**config.mk**
```make
export PLATFORM = sky130hd
export DESIGN_NAME = fetch
export DESIGN_NICKNAME = d
export VERILOG_FILES = /design/src/rtl/fetch.sv
export SDC_FILE = /design/constraint.sdc
export NUM_CORES = 1
export LEC_CHECK = 0
export BUFFER_PORTS_ARGS = -buffer_cell sky130_fd_sc_hd__buf_4
export CAP_MARGIN = 25
export CELL_PAD_IN_SITES_DETAIL_PLACEMENT = 1
export CELL_PAD_IN_SITES_GLOBAL_PLACEMENT = 2
export CORE_MARGIN = 5
export CORE_UTILIZATION = 35
export DETAILED_ROUTE_END_ITERATION = 12
export PLACE_DENSITY = 0.86
export SKIP_LAST_GASP = 1
export SLEW_MARGIN = 5
export SYNTH_ARGS = -nofsm -noshare
export SYNTH_HDL_FRONTEND = slang
export SYNTH_SLANG_ARGS = --single-unit
```
**constraint.sdc**
```tcl
create_clock -name clock -period 4.65 [get_ports clock]
set_input_delay 0.465 -clock clock [delete_from_list [all_inputs] [get_ports clock]]
set_output_delay 0.465 -clock clock [all_outputs]
set_load 0.05 [all_outputs]
```
**src/rtl/fetch.sv**
```systemverilog
// Instruction fetch front end: one outstanding memory request, a small
// {pc, inst} buffer toward the decoder, and redirect-driven flush/drop.
module fetch #(
  parameter logic [31:0] RESET_PC = 32'h0000_0000,
  parameter int          DEPTH    = 2
) (
  input  logic        clock,
  input  logic        reset,
  output logic        req_valid,
  input  logic        req_ready,
  output logic [31:0] req_addr,
  input  logic        resp_valid,
  input  logic [31:0] resp_data,
  input  logic        redirect_valid,
  input  logic [31:0] redirect_pc,
  output logic        inst_valid,
  input  logic        inst_ready,
  output logic [31:0] inst,
  output logic [31:0] inst_pc
);
  localparam int AW = (DEPTH > 1) ? $clog2(DEPTH) : 1;
  localparam int CW = $clog2(DEPTH + 1);

  typedef struct packed {
    logic [31:0] pc;
    logic [31:0] inst;
  } fetch_ent_t;

  typedef enum logic [1:0] {IDLE, WAIT, DROP} state_t;

  state_t          state;
  logic [31:0]     pc;
  logic [31:0]     req_pc;
  logic [CW-1:0]   count;
  logic [AW-1:0]   rd_ptr, wr_ptr;
  fetch_ent_t      mem [DEPTH];
  fetch_ent_t      head;
  logic            handshake, push, pop;
  logic            unused_rpc_lsb;

  assign unused_rpc_lsb = ^redirect_pc[1:0];

  // Issue only when the response is guaranteed a slot; a same-cycle pop is not credited.
  assign req_valid  = (state == IDLE) & ~redirect_valid & (count < CW'(DEPTH)) & ~reset;
  assign req_addr   = pc;
  assign handshake  = req_valid & req_ready;
  assign inst_valid = (count != '0);
  assign pop        = inst_valid & inst_ready & ~redirect_valid;
  assign push       = (state == WAIT) & resp_valid & ~redirect_valid;
  assign head       = mem[rd_ptr];
  assign inst       = inst_valid ? head.inst : '0;
  assign inst_pc    = inst_valid ? head.pc   : '0;

  always_ff @(posedge clock or posedge reset) begin
    if (reset) begin
      state  <= IDLE;
      pc     <= RESET_PC;
      req_pc <= '0;
      count  <= '0;
      rd_ptr <= '0;
      wr_ptr <= '0;
    end else begin
      if (redirect_valid) begin
        pc     <= {redirect_pc[31:2], 2'b00};
        count  <= '0;
        rd_ptr <= '0;
        wr_ptr <= '0;
      end else begin
        if (handshake) begin
          pc     <= pc + 32'd4;
          req_pc <= pc;
        end
        if (push) wr_ptr <= wr_ptr + AW'(1);
        if (pop)  rd_ptr <= rd_ptr + AW'(1);
        count <= count + CW'(push) - CW'(pop);
      end
      // A response always retires the single outstanding request, live or stale.
      case (state)
        IDLE:    if (handshake) state <= WAIT;
        WAIT:    if (resp_valid) state <= IDLE;
                 else if (redirect_valid) state <= DROP;
        DROP:    if (resp_valid) state <= IDLE;
        default: state <= IDLE;
      endcase
    end
  end

  always_ff @(posedge clock) begin
    if (push) mem[wr_ptr] <= '{pc: req_pc, inst: resp_data};
  end
endmodule
```
==> impl_metrics.toml, run 1 <==
[logic_synthesis]
synth_compound_area_share_pct = 4.967
syn_inst = 645
async_reset_ff_share_pct = 34.74
synth_edf_count = 124
ys_ff_latch = 190
synth_fa_ha_area_share_pct = 0.4730
netlist-cell-type-count = 42
ys.flop_type = "edfxtp_1"
synthMuxAreaShare_pct = 8.452
synth_top_family_by_area = "simple AND/OR/NAND/NOR gates"
yosysWarningCount = 0
seq_area_frac_synth_pct = 67.74
synth_xor_area_share_pct = 0.4415
yosys.area_share.simple_pct = 15.52
syn_area_sq_um = 7935
synth.avg_cell_area_sq_um = 12.30

[setup_path]
cp_max_fo = 10
r2r-end = "req_addr[31]"
max_stage_delay_ns = 0.87
reg2reg_from = "req_addr[8]"
ff2ff_setup_slack_ns = 2.12
cpMaxStageDelayCell = "nor4_1"
path_class = "register to register"
critPathLaunchType = "register"
required_ns = 4.97
crit_top_cell = "nand4_1"
r2r_cells = 5
crit_chain = "nand4_1 -> nor4_1 -> nand4_1 -> mux2i_1 -> a211o_1"
crit_buf_inv = 0
worstSetupEndpointType = "register"
cp_num_cells = 5
cp.arrival_ns = 2.85
critPathTopFamily = "simple AND/OR/NAND/NOR gates"
startpoint = "req_addr[8]"

[clock_network]
clkSlewWorstSetupHoldPaths_ns = 0.08
clock-sinks = 190
numCtsBuffers = 17
cts_hold_buf = 0
clock_path_buffers = 2
cts_resized = 0
cts_tree = "done"
cts_setup_buffers = 0
ctsRootBufferMaster = "clkbuf_16"
h-tree-depth = 4
clk_latency_ns = 0.43

[sta]
setup_tns_ns = 0
fmax_mhz = 394.9
period_needed_ns = 2.532
relSlewSlack_pct = 34.65
drv_slew = 0
period_share_pct = 54.46
worstMarginPinSlew_ns = 0.9802
final-setup-viol-count = 0
whs_ns = 0.08369
fin_ws_ns = 2.118
finalHoldViolCount = 0
skew_ns = 0.01525
rsz0062_at_grt = "no"

[routing]
ant_nets = 0
first_pass_iters = 4
drtIter0Drc = 230
vias_per_cell = 4.986
vias = 5475
wl_mm = 20.15
drc = 0
wl_per_cell_microns = 18.36

[power_and_ir_drop]
power_mw = 4.107
ir_drop_uv = 189.3
p_leak_nw = 4.090
power_density_nw_per_um2 = 407.2

[final_layout]
final_common_cell = "buf_4"
drive_gt1_share_pct = 26.08
design_area_sq_um = 10090
nets = 873
fill_cells = 2387
fin_cells = 1098
final_cell_mix = "buf_4, nand2_1, edfxtp_1"
syn2layout_area_growth_pct = 27.10
num_antenna_cells = 0
final_core_util_pct = 44.82

[outcome]
status = "completed"

[placement]
postPlaceCellArea_sq_um = 9465
dp.cells = 1064
dp_hpwl_mm = 13.61
post-place-ws_ns = 1.907
routabilityCongestion = 0.7583
numPortBuffers = 161

[job]
cap_violations = 0

[global_routing]
grt_pass1_wl_mm = 32.26
antenna_found_initial = 0
gr-total-overflow = 0
track_usage_pct = 15.82
grt_max_degree = 48
grt_pass1_vias = 5910

[floorplanning]
core-area_sq_um = 22500
rows = 55
initial_utilization_pct = 35.26
io_pins = 168
fp.dieArea_sq_um = 25780
die_y_microns = 160.6
die_w_microns = 160.6

[min_path]
hold_class = "input port to asynchronous set/reset pin"
[state kept, by name, summed over array words and instances, names as in the netlist]
register,count
state,2
wr_ptr,1
mem,124
req_pc,30
req_addr,30
rd_ptr,1
count,2
[logic make-up (layout without fill, tap and decap cells)]
logic type / count (synthesis) / after routing
flip-flops: 190 / 190
AND/OR/NAND/NOR: 278 / 278
XOR/XNOR: 4 / 4
buffers and inverters: 45 / 210
other: 1 / 4
multiplexers: 67 / 67
AO/OA/AOI/OAI: 57 / 57
adder cells (fa/ha/maj): 3 / 3
[where the power goes]
part           switching (mW)  leakage, nW  internal (mW)
logic                   0.400         1.85          0.203
clock network           0.671        0.291          0.773
registers               0.123         1.95           1.94
[synth_stat cells, drive strengths merged (6+ instances only)]
cell | n | area [sq um]
mux2i | 67 | 670.6
o21ai | 17 | 85.08
o311ai | 9 | 78.83
edfxtp | 124 | 3724
nor4 | 6 | 52.55
nand3 | 18 | 90.09
buf | 13 | 67.56
o211ai | 10 | 75.07
inv | 6 | 22.52
dfrtp | 66 | 1652
nand4 | 10 | 68.81
nor2 | 85 | 319.1
nand2 | 125 | 469.2
and3 | 9 | 56.30
clkbuf | 25 | 93.84
[how the worst max path moves through the flow]
stage,to,slack (ns)
after floorplan,mem[0][0],0.71
after global placement,mem[1][42],1.94
after detailed placement,mem[1][41],1.91
after CTS,inst_pc[13],1.64
after global routing,inst[9],1.94
final,req_addr[31],2.12
[metal layers]
layer | vias to the layer above | part of all wire (%) | track usage (%) | routed length (microns)
met2 | 138 | 49 | 26.25 | 9930
met3 | 14 | 4.6 | 3.439 | 919
met5 | - | 0 | 0 | 0
met4 | 0 | 1.1 | 4.615 | 214
li1 | 2609 | - | - | -
met1 | 2714 | 45 | 20.96 | 9089
[layout make-up]
class	instances	area (sq um)	share of cell area, %
Timing Repair Buffer	171	1340	13.29
Clock inverter	14	142.6	1.414
Sequential cell	190	5379	53.33
Clock buffer	18	439.2	4.354
Tap cell	285	356.6	3.536
Multi-Input combinational cell	413	2402	23.82
Inverter	7	26.28	0.2605
Note: power is estimated with default switching activity, not from simulation.
==> run 2, diff against run 1 <==
- clock period: 4.65 -> 2.62 ns (I/O delays scaled with it)
==> run 2 against run 1 <==
Effect of this change: clock skew fell by 0.0029 ns; largest power group unchanged; non-clock buffer count rose by 21; cell count rose by 1.9%; die area did not move; wire length rose by 1.3%; global-route usage rose by 0.37 points; via count rose by 2.3%; register-to-register slack got worse by 1.8 ns; combinational power rose by 79%; core utilization rose by 0.74 points; setup slack got worse by 1.8 ns.
==> impl_metrics.toml, run 2 (synthesized netlist as in run 1, its figures left out) <==
[floorplanning]
die_y_microns = 160.6
core-area_sq_um = 22500
initial_utilization_pct = 35.26
rows = 55
io_pins = 168
die_w_microns = 160.6
fp.dieArea_sq_um = 25780

[routing]
drc = 0
drtIter0Drc = 272
first_pass_iters = 4
vias_per_cell = 5.007
vias = 5603
ant_nets = 0
wl_mm = 20.42
wl_per_cell_microns = 18.24

[sta]
skew_ns = 0.01234
worstMarginPinSlew_ns = 0.6979
relSlewSlack_pct = 53.48
finalHoldViolCount = 0
fmax_mhz = 431.8
fin_ws_ns = 0.3044
period_share_pct = 88.38
period_needed_ns = 2.316
rsz0062_at_grt = "no"
final-setup-viol-count = 0
drv_slew = 0
setup_tns_ns = 0

[placement]
routabilityCongestion = 0.7818
post-place-ws_ns = 0.2925
dp_hpwl_mm = 13.77
numPortBuffers = 161

[clock_network]
cts_tree = "done"
clock_path_buffers = 2
cts_resized = 0
clkSlewWorstSetupHoldPaths_ns = 0.08
clock-sinks = 190
clk_latency_ns = 0.44
ctsRootBufferMaster = "clkbuf_16"
numCtsBuffers = 17
h-tree-depth = 4

[job]
cap_violations = 0

[final_layout]
num_antenna_cells = 0
final_common_cell = "buf_4"
fill_cells = 2423
nets = 894
regMostFlops = "mem"
syn2layout_area_growth_pct = 29.22
drive_gt1_share_pct = 26.14
final_cell_mix = "buf_4, nand2_1, edfxtp_1"
largest_reg_flops = 124

[setup_path]
worstSetupEndpointType = "register"
reg2reg_from = "state[0]"
path_class = "register to register"
required_ns = 3.00
ff2ff_setup_slack_ns = 0.30
r2r-end = "req_addr[26]"
r2r_cells = 5
cp.arrival_ns = 2.69
critPathLaunchType = "register"
cp_max_fo = 6

[outcome]
status = "completed"

[min_path]
hold_depth = 1
hp-start = "resp_data[18]"
hold_class = "input port to register"
min_to = "mem[0][18]"

[global_routing]
gr-total-overflow = 0
track_usage_pct = 16.19
grt_pass1_wl_mm = 33.16
grt_max_degree = 63
grt_pass1_vias = 6146
antenna_found_initial = 0

[power_and_ir_drop]
power_density_nw_per_um2 = 703.0
p_leak_nw = 4.166
ir_drop_uv = 363.3
[run 2: changes by cell type in the layout (fill, tap and decap cells not counted)]
cell           previous run  this run
buf_12                    1         4
buf_16                    2         0
buf_4                   167       173
buf_6                     1         0
bufinv_16                 1         0
clkinv_4                  3         4
dlygate4sd3_1             0        15
inv_4                     1         2
inv_6                     6         4
inv_8                     2         3
[run 2: how the worst max path moves through the flow]
| stage | depth (start not counted) | startpoint | to | slack [ns] |
|---|---|---|---|---|
| after detailed placement | 5 | state[0] | req_addr[26] | 0.29 |
| after floorplan | 6 | req_addr[8] | req_addr[31] | 0.22 |
| final | 5 | state[0] | req_addr[26] | 0.30 |
| after global routing | 5 | state[0] | req_addr[26] | 0.12 |
| after global placement | 5 | state[0] | req_addr[26] | 0.34 |
| after CTS | 4 | count[1] | inst_pc[23] | 0.24 |
[run 2: worst max-delay path, cell delays in order (launching register included)]
cell	delay, ns
dfrtp_1	0.41
or4_4	0.62
nor4_4	0.37
nand4_2	0.21
or4_1	0.56
nand3_1	0.10
[run 2: metal layers]
layer	GRT usage, %	vias up	wire [microns]
met1	21.30	2798	9299
met3	3.285	18	830
li1	-	2653	-
met2	27.07	134	10010
met5	0	-	0
met4	5.006	0	272
[run 2: report_power, final]
group,switching [mW],internal (mW)
sequential,0.216,3.44
combinational,0.710,0.371
clock,1.19,1.28
[run 2: stage by stage]
| step | total power [mW] | instance area, sq um | instances | hold WS, ns | utilization (%) |
|---|---|---|---|---|---|
| 2_1_floorplan | 4.350 | 7955 | 648 | 0.3284 | - |
| 3_3_place_gp | 4.753 | 9535 | 1071 | 0.3089 | 42.37 |
| 3_5_place_dp | 4.793 | 9535 | 1071 | 0.3116 | 42.37 |
| 4_1_cts | 7.282 | 10140 | 1107 | 0.0006091 | 45.04 |
| 5_1_grt | 7.545 | 10250 | 1119 | 0.0004990 | 45.57 |
| 6_report | 7.208 | 10250 | 1119 | 0.02077 | 45.57 |
[run 2: repair_timing]
action	4_1_cts	5_1_grt
endpoints found under the hold margin	23	20
setup buffers	0	0
hold buffers	4	11
[run 2: final cells by class]
type / count / area [sq um] / share of cell area, %
Clock buffer: 18 / 439.2 / 4.283
Clock inverter: 14 / 121.4 / 1.184
Inverter: 7 / 26.28 / 0.2563
Multi-Input combinational cell: 413 / 2402 / 23.43
Sequential cell: 190 / 5379 / 52.46
Tap cell: 285 / 356.6 / 3.478
Timing Repair Buffer: 192 / 1529 / 14.91
